**src/rtl/spi_slave_regbank.sv**
```systemverilog
// SPI slave register bridge: an external SPI master writes the mosi bank and
// reads the miso bank, while the ARM side reads mosi and writes miso.
// Frame = CS low, command byte {W, INC, .., addr}, then DATA_W-bit words,
// all MSB first, CPHA = 0 with configurable clock polarity.
module spi_slave_regbank #(
  parameter int DATA_W = 32,
  parameter int ADDR_W = 4,
  parameter bit CPOL   = 1'b0
) (
  input  logic                   Clk,
  input  logic                   Reset_n,
  input  logic                   SPI_CLK,
  input  logic                   SPI_CS,
  input  logic                   SPI_MOSI,
  output logic                   SPI_MISO,
  input  logic                   Data_WE,
  input  logic [ADDR_W-1:0]      Data_Addr,
  input  logic [DATA_W-1:0]      Data_Write,
  output logic [DATA_W-1:0]      Data_Read,
  input  logic                   Data_RE,
  output logic [2**ADDR_W-1:0]   Data_New,
  output logic                   Frame_Err,
  output logic                   Busy
);

  localparam int NREG  = 2**ADDR_W;
  localparam int CNT_W = $clog2(DATA_W + 1);
  localparam logic [CNT_W-1:0] CMD_BITS  = CNT_W'(8);
  localparam logic [CNT_W-1:0] WORD_BITS = CNT_W'(DATA_W);

  typedef enum logic [1:0] {IDLE, CMD, DATA} state_t;

  // Synchroniser chains: [0] and [1] are the 2-FF synchroniser, [2] is the
  // delayed copy used for edge detection.
  logic [2:0] sclk_q, sclk_d;
  logic [2:0] cs_q, cs_d;
  logic [1:0] mosi_q, mosi_d;

  state_t            state_q, state_d;
  logic [CNT_W-1:0]  cnt_q, cnt_d;
  logic [DATA_W-1:0] shift_q, shift_d;
  logic              miso_q, miso_d;
  logic [ADDR_W-1:0] addr_q, addr_d;
  logic              wr_q, wr_d;
  logic              inc_q, inc_d;
  logic              err_q, err_d;
  logic [NREG-1:0]   new_q, new_d;

  logic [DATA_W-1:0] mosi_bank_q [NREG];
  logic [DATA_W-1:0] miso_bank_q [NREG];

  logic              lead, trail, cs_fall, cs_high, mosi_s;
  logic              mosi_we;
  logic [ADDR_W-1:0] load_addr;
  logic [DATA_W-1:0] load_word;

  // Synchroniser next values and edge/level decode of the SPI pins.
  always_comb begin
    sclk_d  = {sclk_q[1:0], SPI_CLK};
    cs_d    = {cs_q[1:0], SPI_CS};
    mosi_d  = {mosi_q[0], SPI_MOSI};
    lead    = (sclk_q[1] != sclk_q[2]) && (sclk_q[1] != CPOL);
    trail   = (sclk_q[1] != sclk_q[2]) && (sclk_q[1] == CPOL);
    cs_fall = cs_q[2] & ~cs_q[1];
    cs_high = cs_q[1];
    mosi_s  = mosi_q[1];
  end

  // Address of the next miso word: command address at the end of the
  // command byte, otherwise the (optionally incremented) current address.
  always_comb begin
    load_addr = (state_q == CMD) ? shift_q[ADDR_W-1:0]
                                 : (inc_q ? addr_q + 1'b1 : addr_q);
    load_word = miso_bank_q[load_addr];
  end

  // Frame FSM: one shifter serves both directions; MOSI enters at the LSB on
  // leading edges while the MSB feeds MISO on trailing edges.
  always_comb begin
    state_d = state_q;
    cnt_d   = cnt_q;
    shift_d = shift_q;
    miso_d  = miso_q;
    addr_d  = addr_q;
    wr_d    = wr_q;
    inc_d   = inc_q;
    err_d   = 1'b0;
    mosi_we = 1'b0;
    case (state_q)
      IDLE: begin
        if (cs_fall) begin
          state_d = CMD;
          cnt_d   = '0;
          shift_d = '0;
          miso_d  = 1'b0;
        end
      end
      CMD: begin
        if (lead) begin
          shift_d = {shift_q[DATA_W-2:0], mosi_s};
          cnt_d   = cnt_q + 1'b1;
        end else if (trail && cnt_q == CMD_BITS) begin
          addr_d  = shift_q[ADDR_W-1:0];
          wr_d    = shift_q[7];
          inc_d   = shift_q[6];
          shift_d = load_word;
          miso_d  = load_word[DATA_W-1];
          cnt_d   = '0;
          state_d = DATA;
        end
      end
      DATA: begin
        if (lead) begin
          shift_d = {shift_q[DATA_W-2:0], mosi_s};
          cnt_d   = cnt_q + 1'b1;
        end else if (trail) begin
          if (cnt_q == WORD_BITS) begin
            mosi_we = wr_q;
            addr_d  = load_addr;
            shift_d = load_word;
            miso_d  = load_word[DATA_W-1];
            cnt_d   = '0;
          end else begin
            miso_d  = shift_q[DATA_W-1];
          end
        end
      end
      default: state_d = IDLE;
    endcase

    // CS release aborts the frame from any active state; a unit cut short
    // is reported and its bits are dropped.
    if (cs_high && state_q != IDLE) begin
      state_d = IDLE;
      miso_d  = 1'b0;
      mosi_we = 1'b0;
      err_d   = (cnt_q != '0) &&
                (((state_q == CMD)  && (cnt_q < CMD_BITS)) ||
                 ((state_q == DATA) && (cnt_q < WORD_BITS)));
    end

    // New flags: ARM acknowledge clears, SPI write sets; set has priority.
    new_d = new_q;
    if (Data_RE) new_d[Data_Addr] = 1'b0;
    if (mosi_we) new_d[addr_q]    = 1'b1;
  end

  // State, shifter and synchroniser registers.
  always_ff @(posedge Clk or negedge Reset_n) begin
    if (!Reset_n) begin
      sclk_q  <= {3{CPOL}};
      cs_q    <= 3'b111;
      mosi_q  <= '0;
      state_q <= IDLE;
      cnt_q   <= '0;
      shift_q <= '0;
      miso_q  <= 1'b0;
      addr_q  <= '0;
      wr_q    <= 1'b0;
      inc_q   <= 1'b0;
      err_q   <= 1'b0;
      new_q   <= '0;
    end else begin
      sclk_q  <= sclk_d;
      cs_q    <= cs_d;
      mosi_q  <= mosi_d;
      state_q <= state_d;
      cnt_q   <= cnt_d;
      shift_q <= shift_d;
      miso_q  <= miso_d;
      addr_q  <= addr_d;
      wr_q    <= wr_d;
      inc_q   <= inc_d;
      err_q   <= err_d;
      new_q   <= new_d;
    end
  end

  // Register banks; the shifter load above reads the pre-write miso value.
  always_ff @(posedge Clk or negedge Reset_n) begin
    if (!Reset_n) begin
      for (int i = 0; i < NREG; i++) begin
        mosi_bank_q[i] <= '0;
        miso_bank_q[i] <= '0;
      end
    end else begin
      if (mosi_we) mosi_bank_q[addr_q]    <= shift_q;
      if (Data_WE) miso_bank_q[Data_Addr] <= Data_Write;
    end
  end

  assign SPI_MISO  = miso_q;
  assign Frame_Err = err_q;
  assign Busy      = (state_q != IDLE);
  assign Data_Read = mosi_bank_q[Data_Addr];
  assign Data_New  = new_q;

endmodule

```
**config.mk**
```make
export PLATFORM = sky130hd
export DESIGN_NAME = spi_slave_regbank
export DESIGN_NICKNAME = d
export VERILOG_FILES = /design/src/rtl/spi_slave_regbank.sv
export SDC_FILE = /design/constraint.sdc
export NUM_CORES = 2
export LEC_CHECK = 0
export ABC_AREA = 1
export BUFFER_PORTS_ARGS = -buffer_cell sky130_fd_sc_hd__buf_2
export CORE_MARGIN = 1
export CORE_UTILIZATION = 38
export DETAILED_ROUTE_END_ITERATION = 8
export PLACE_DENSITY_LB_ADDON = 0.12
export SYNTH_ARGS = -nofsm -noshare
export SYNTH_HDL_FRONTEND = slang
export SYNTH_SLANG_ARGS = --single-unit
```
**constraint.sdc**
```tcl
create_clock -name Clk -period 2.9 [get_ports Clk]
set_input_delay 0.58 -clock Clk [delete_from_list [all_inputs] [get_ports Clk]]
set_output_delay 0.58 -clock Clk [all_outputs]
set_load 0.02 [all_outputs]
```
==> impl_metrics.toml <==
[synthesis]
synthArstFlopShare_pct = 100
synthesis.area_um2 = 48900
synth_cell_types = 35
avgSynthCellArea_um2 = 8.84
synthesis.nets = 5584
synth_edf_count = 0
ys.flop_type = "dfrtp_1"
ys_warn_count = 0
ys_ff_latch = 1096
synth_cells = 5530
seq_area_frac_synth_pct = 56.1

[layout]
fillers = 12700
stdcell_count = 7206
areaGrowthSynthToFinish_pct = 14.7
seq_area_um2 = 27400
drive_above_1_share_pct = 11.1
multi_input_area_um2 = 18900
fin_nets = 5504
insertedDiodeCount = 0
finish.utilization_pct = 43.9

[setup_path]
cp_max_fo = 46
start_kind = "input pin"
critical_path_class = "input pin to output pin"
worstPathRequired_ns = 2.32
worst_setup_path_end_kind = "output pin"
rr_startpoint = "state_q[1]$_DFFE_PN0P_"
cp.arrival_ns = 2.26
startpoint = "Data_Addr[0]"

[power]
ir_drop_v = 0.000634
p_leak_nw = 25.5
power.density_nw_per_um2 = 854

[worst_hold_path]
hp-start = "Data_Addr[1]"
hold_class = "input pin to register"

[sta]
slew_headroom_pct = 36.1
hold_viol_final = 0
finalCriticalPeriod_ns = 2.84
period_share_pct = 98.0
fin_setup_tns_ns = 0
slew_violations = 0
clock-skew-final_ns = 0.0283
grt_setup_unrepaired = "no"
tightest_slew_ns = 0.958
final-setup-viol-count = 0
fmax_ghz = 0.352

[grt]
antenna_found_initial = 7
grt_max_degree = 96
grt_pass1_wl_um = 248000
grtUsageTotal_pct = 24.8
gr-total-overflow = 0
grt_pass1_vias = 38600

[run]
drv_cap = 0

[detailed_routing]
drc = 0
drt_wl_total_um = 161000
drtIter0Drc = 3641
viasPerCell = 5.49
avgRoutedWirePerCell_um = 22.3
final_antenna_net_count = 0
dr.pass1.iters = 5
vias = 39600

[floorplanning]
rows = 131
die_w_um = 361
io_pins = 94
core-area_um2 = 128000
dieArea_um2 = 130000
die-height_um = 361
start_util_pct = 38.3

[clock_network]
clk_pin_slew_ns = 0.06
clk_latency_ns = 0.74
postCtsSetupRepairBufs = 0
cts_sinks = 1096
cts_max_path_buffers = 3
numCtsBuffers = 121
cts_root_buffer = "clkbuf_16"
cts_tree = "built"
cts-htree-levels = 3

[place]
post-dp-hpwl_um = 90500
port-buffer-count = 93
place_inst = 6985
place.gp.congestion = 0.787

[outcome]
status = "complete, no violations"
## cell type report
class                           instances  share of cell area, %
Clock buffer                          188                   6.59
Clock inverter                         29                  0.783
Inverter                              109                  0.752
Multi-Input combinational cell       3834                   33.8
Sequential cell                      1096                   48.9
Tap cell                             1662                   3.71
Timing Repair Buffer                  288                   5.50
## synthesized netlist by cell type, types with 2 or more instances
master	instances	share of area [%]
nand2_1	1505	12
dfrtp_1	1093	56
nand3_1	714	7.3
o21ai_0	703	7.2
o21ai_1	294	3.0
clkbuf_1	270	2.1
a22oi_1	256	3.9
a21oi_1	137	1.4
buf_2	135	1.4
inv_1	97	0.74
o21ai_2	76	1.4
buf_6	62	1.4
a21o_1	32	0.49
or3_1	32	0.41
nor2_1	28	0.21
nand3_2	19	0.39
buf_1	15	0.12
ha_1	11	0.28
inv_2	11	0.084
o211ai_1	9	0.14
buf_4	8	0.12
o22ai_1	4	0.051
dfstp_2	3	0.16
nor2_2	3	0.038
nand2_2	2	0.026
nand4_1	2	0.026
## layout by cell type, fill, tap and decap left out, drive strengths merged, types with 110 or more instances in the layout
cell / count
a21oi: 137
a22oi: 256
buf: 284
o21ai: 1073
clkbuf: 188
nand2: 1507
inv: 110
nand3: 733
dfrtp: 1093
## per-layer routing
layer | GRT usage, % | vias to the layer above | part of all wire, %
met1 | 35.4 | 19600 | 47
met3 | 3.44 | 236 | 5.1
met4 | 6.11 | 2 | 2.3
li1 | - | 18700 | -
met5 | 0 | - | 0.0062
met2 | 39.4 | 1059 | 46
## cells by family after synthesis
group                    share of synthesized area, %
buffers and inverters                            5.97
XOR/XNOR                                       0.0179
AO/OA/AOI/OAI                                    17.6
AND/OR/NAND/NOR                                  20.0
adder cells (fa/ha/maj)                         0.281
flip-flops                                       56.1
## stage by stage
stage,instance area [um2],setup slack (ns),total power [mW],hold WS [ns]
after floorplan,48900,0.441,26.2,0.284
after global placement,51900,0.0578,32.0,0.344
after detailed placement,51900,0.0255,32.1,0.346
after CTS,56100,0.0224,48.2,0.275
after global routing,56100,0.00185,50.4,0.332
final,56100,0.0579,47.9,0.329
## power breakdown
group | internal (mW) | switching, mW
clock network | 9.63 | 6.38
registers | 17.0 | 0.931
logic | 4.21 | 9.76
## critical path, cell delays in order
cell and delay [ns]:
buf_2 0.15, nand2_1 0.15, inv_4 0.11, buf_12 0.20, a22oi_1 0.19, nand2_1 0.08
a21o_1 0.18, or3_1 0.40, buf_2 0.21
## state kept, by name (all words and copies together), names as in the netlist, 3 cells and up
| register | flops |
|---|---|
| Data_New | 16 |
| shift_q | 32 |
| sclk_q | 3 |
| mosi_bank_q | 512 |
| miso_bank_q | 512 |
| addr_q | 4 |
| cnt_q | 6 |
| cs_q | 3 |
## timing repair
item | in CTS | in global routing
hold buffers | 4 | 0
setup endpoints to repair | 0 | 34
resized for setup | 0 | 7
hold endpoints to repair | 29 | 0
## final timing paths
check / to / slack (ns) / depth (start not counted)
setup / recovery: Data_Read[0] / 0.06 / 9
hold / removal: Data_New[0]$_DFF_PN0_ / 0.33 / 5
setup reg to reg: shift_q[24]$_DFFE_PN0P_ / 0.21 / 14
hold reg to reg: sclk_q[1]$_DFF_PN0_ / 0.35 / 0
max in group asynchronous: shift_q[0]$_DFFE_PN0P_ / 1.44 / 3
min in group asynchronous: mosi_bank_q[199]$_DFFE_PN0P_ / 0.42 / 2
Note: power is estimated with default switching activity, not from simulation.
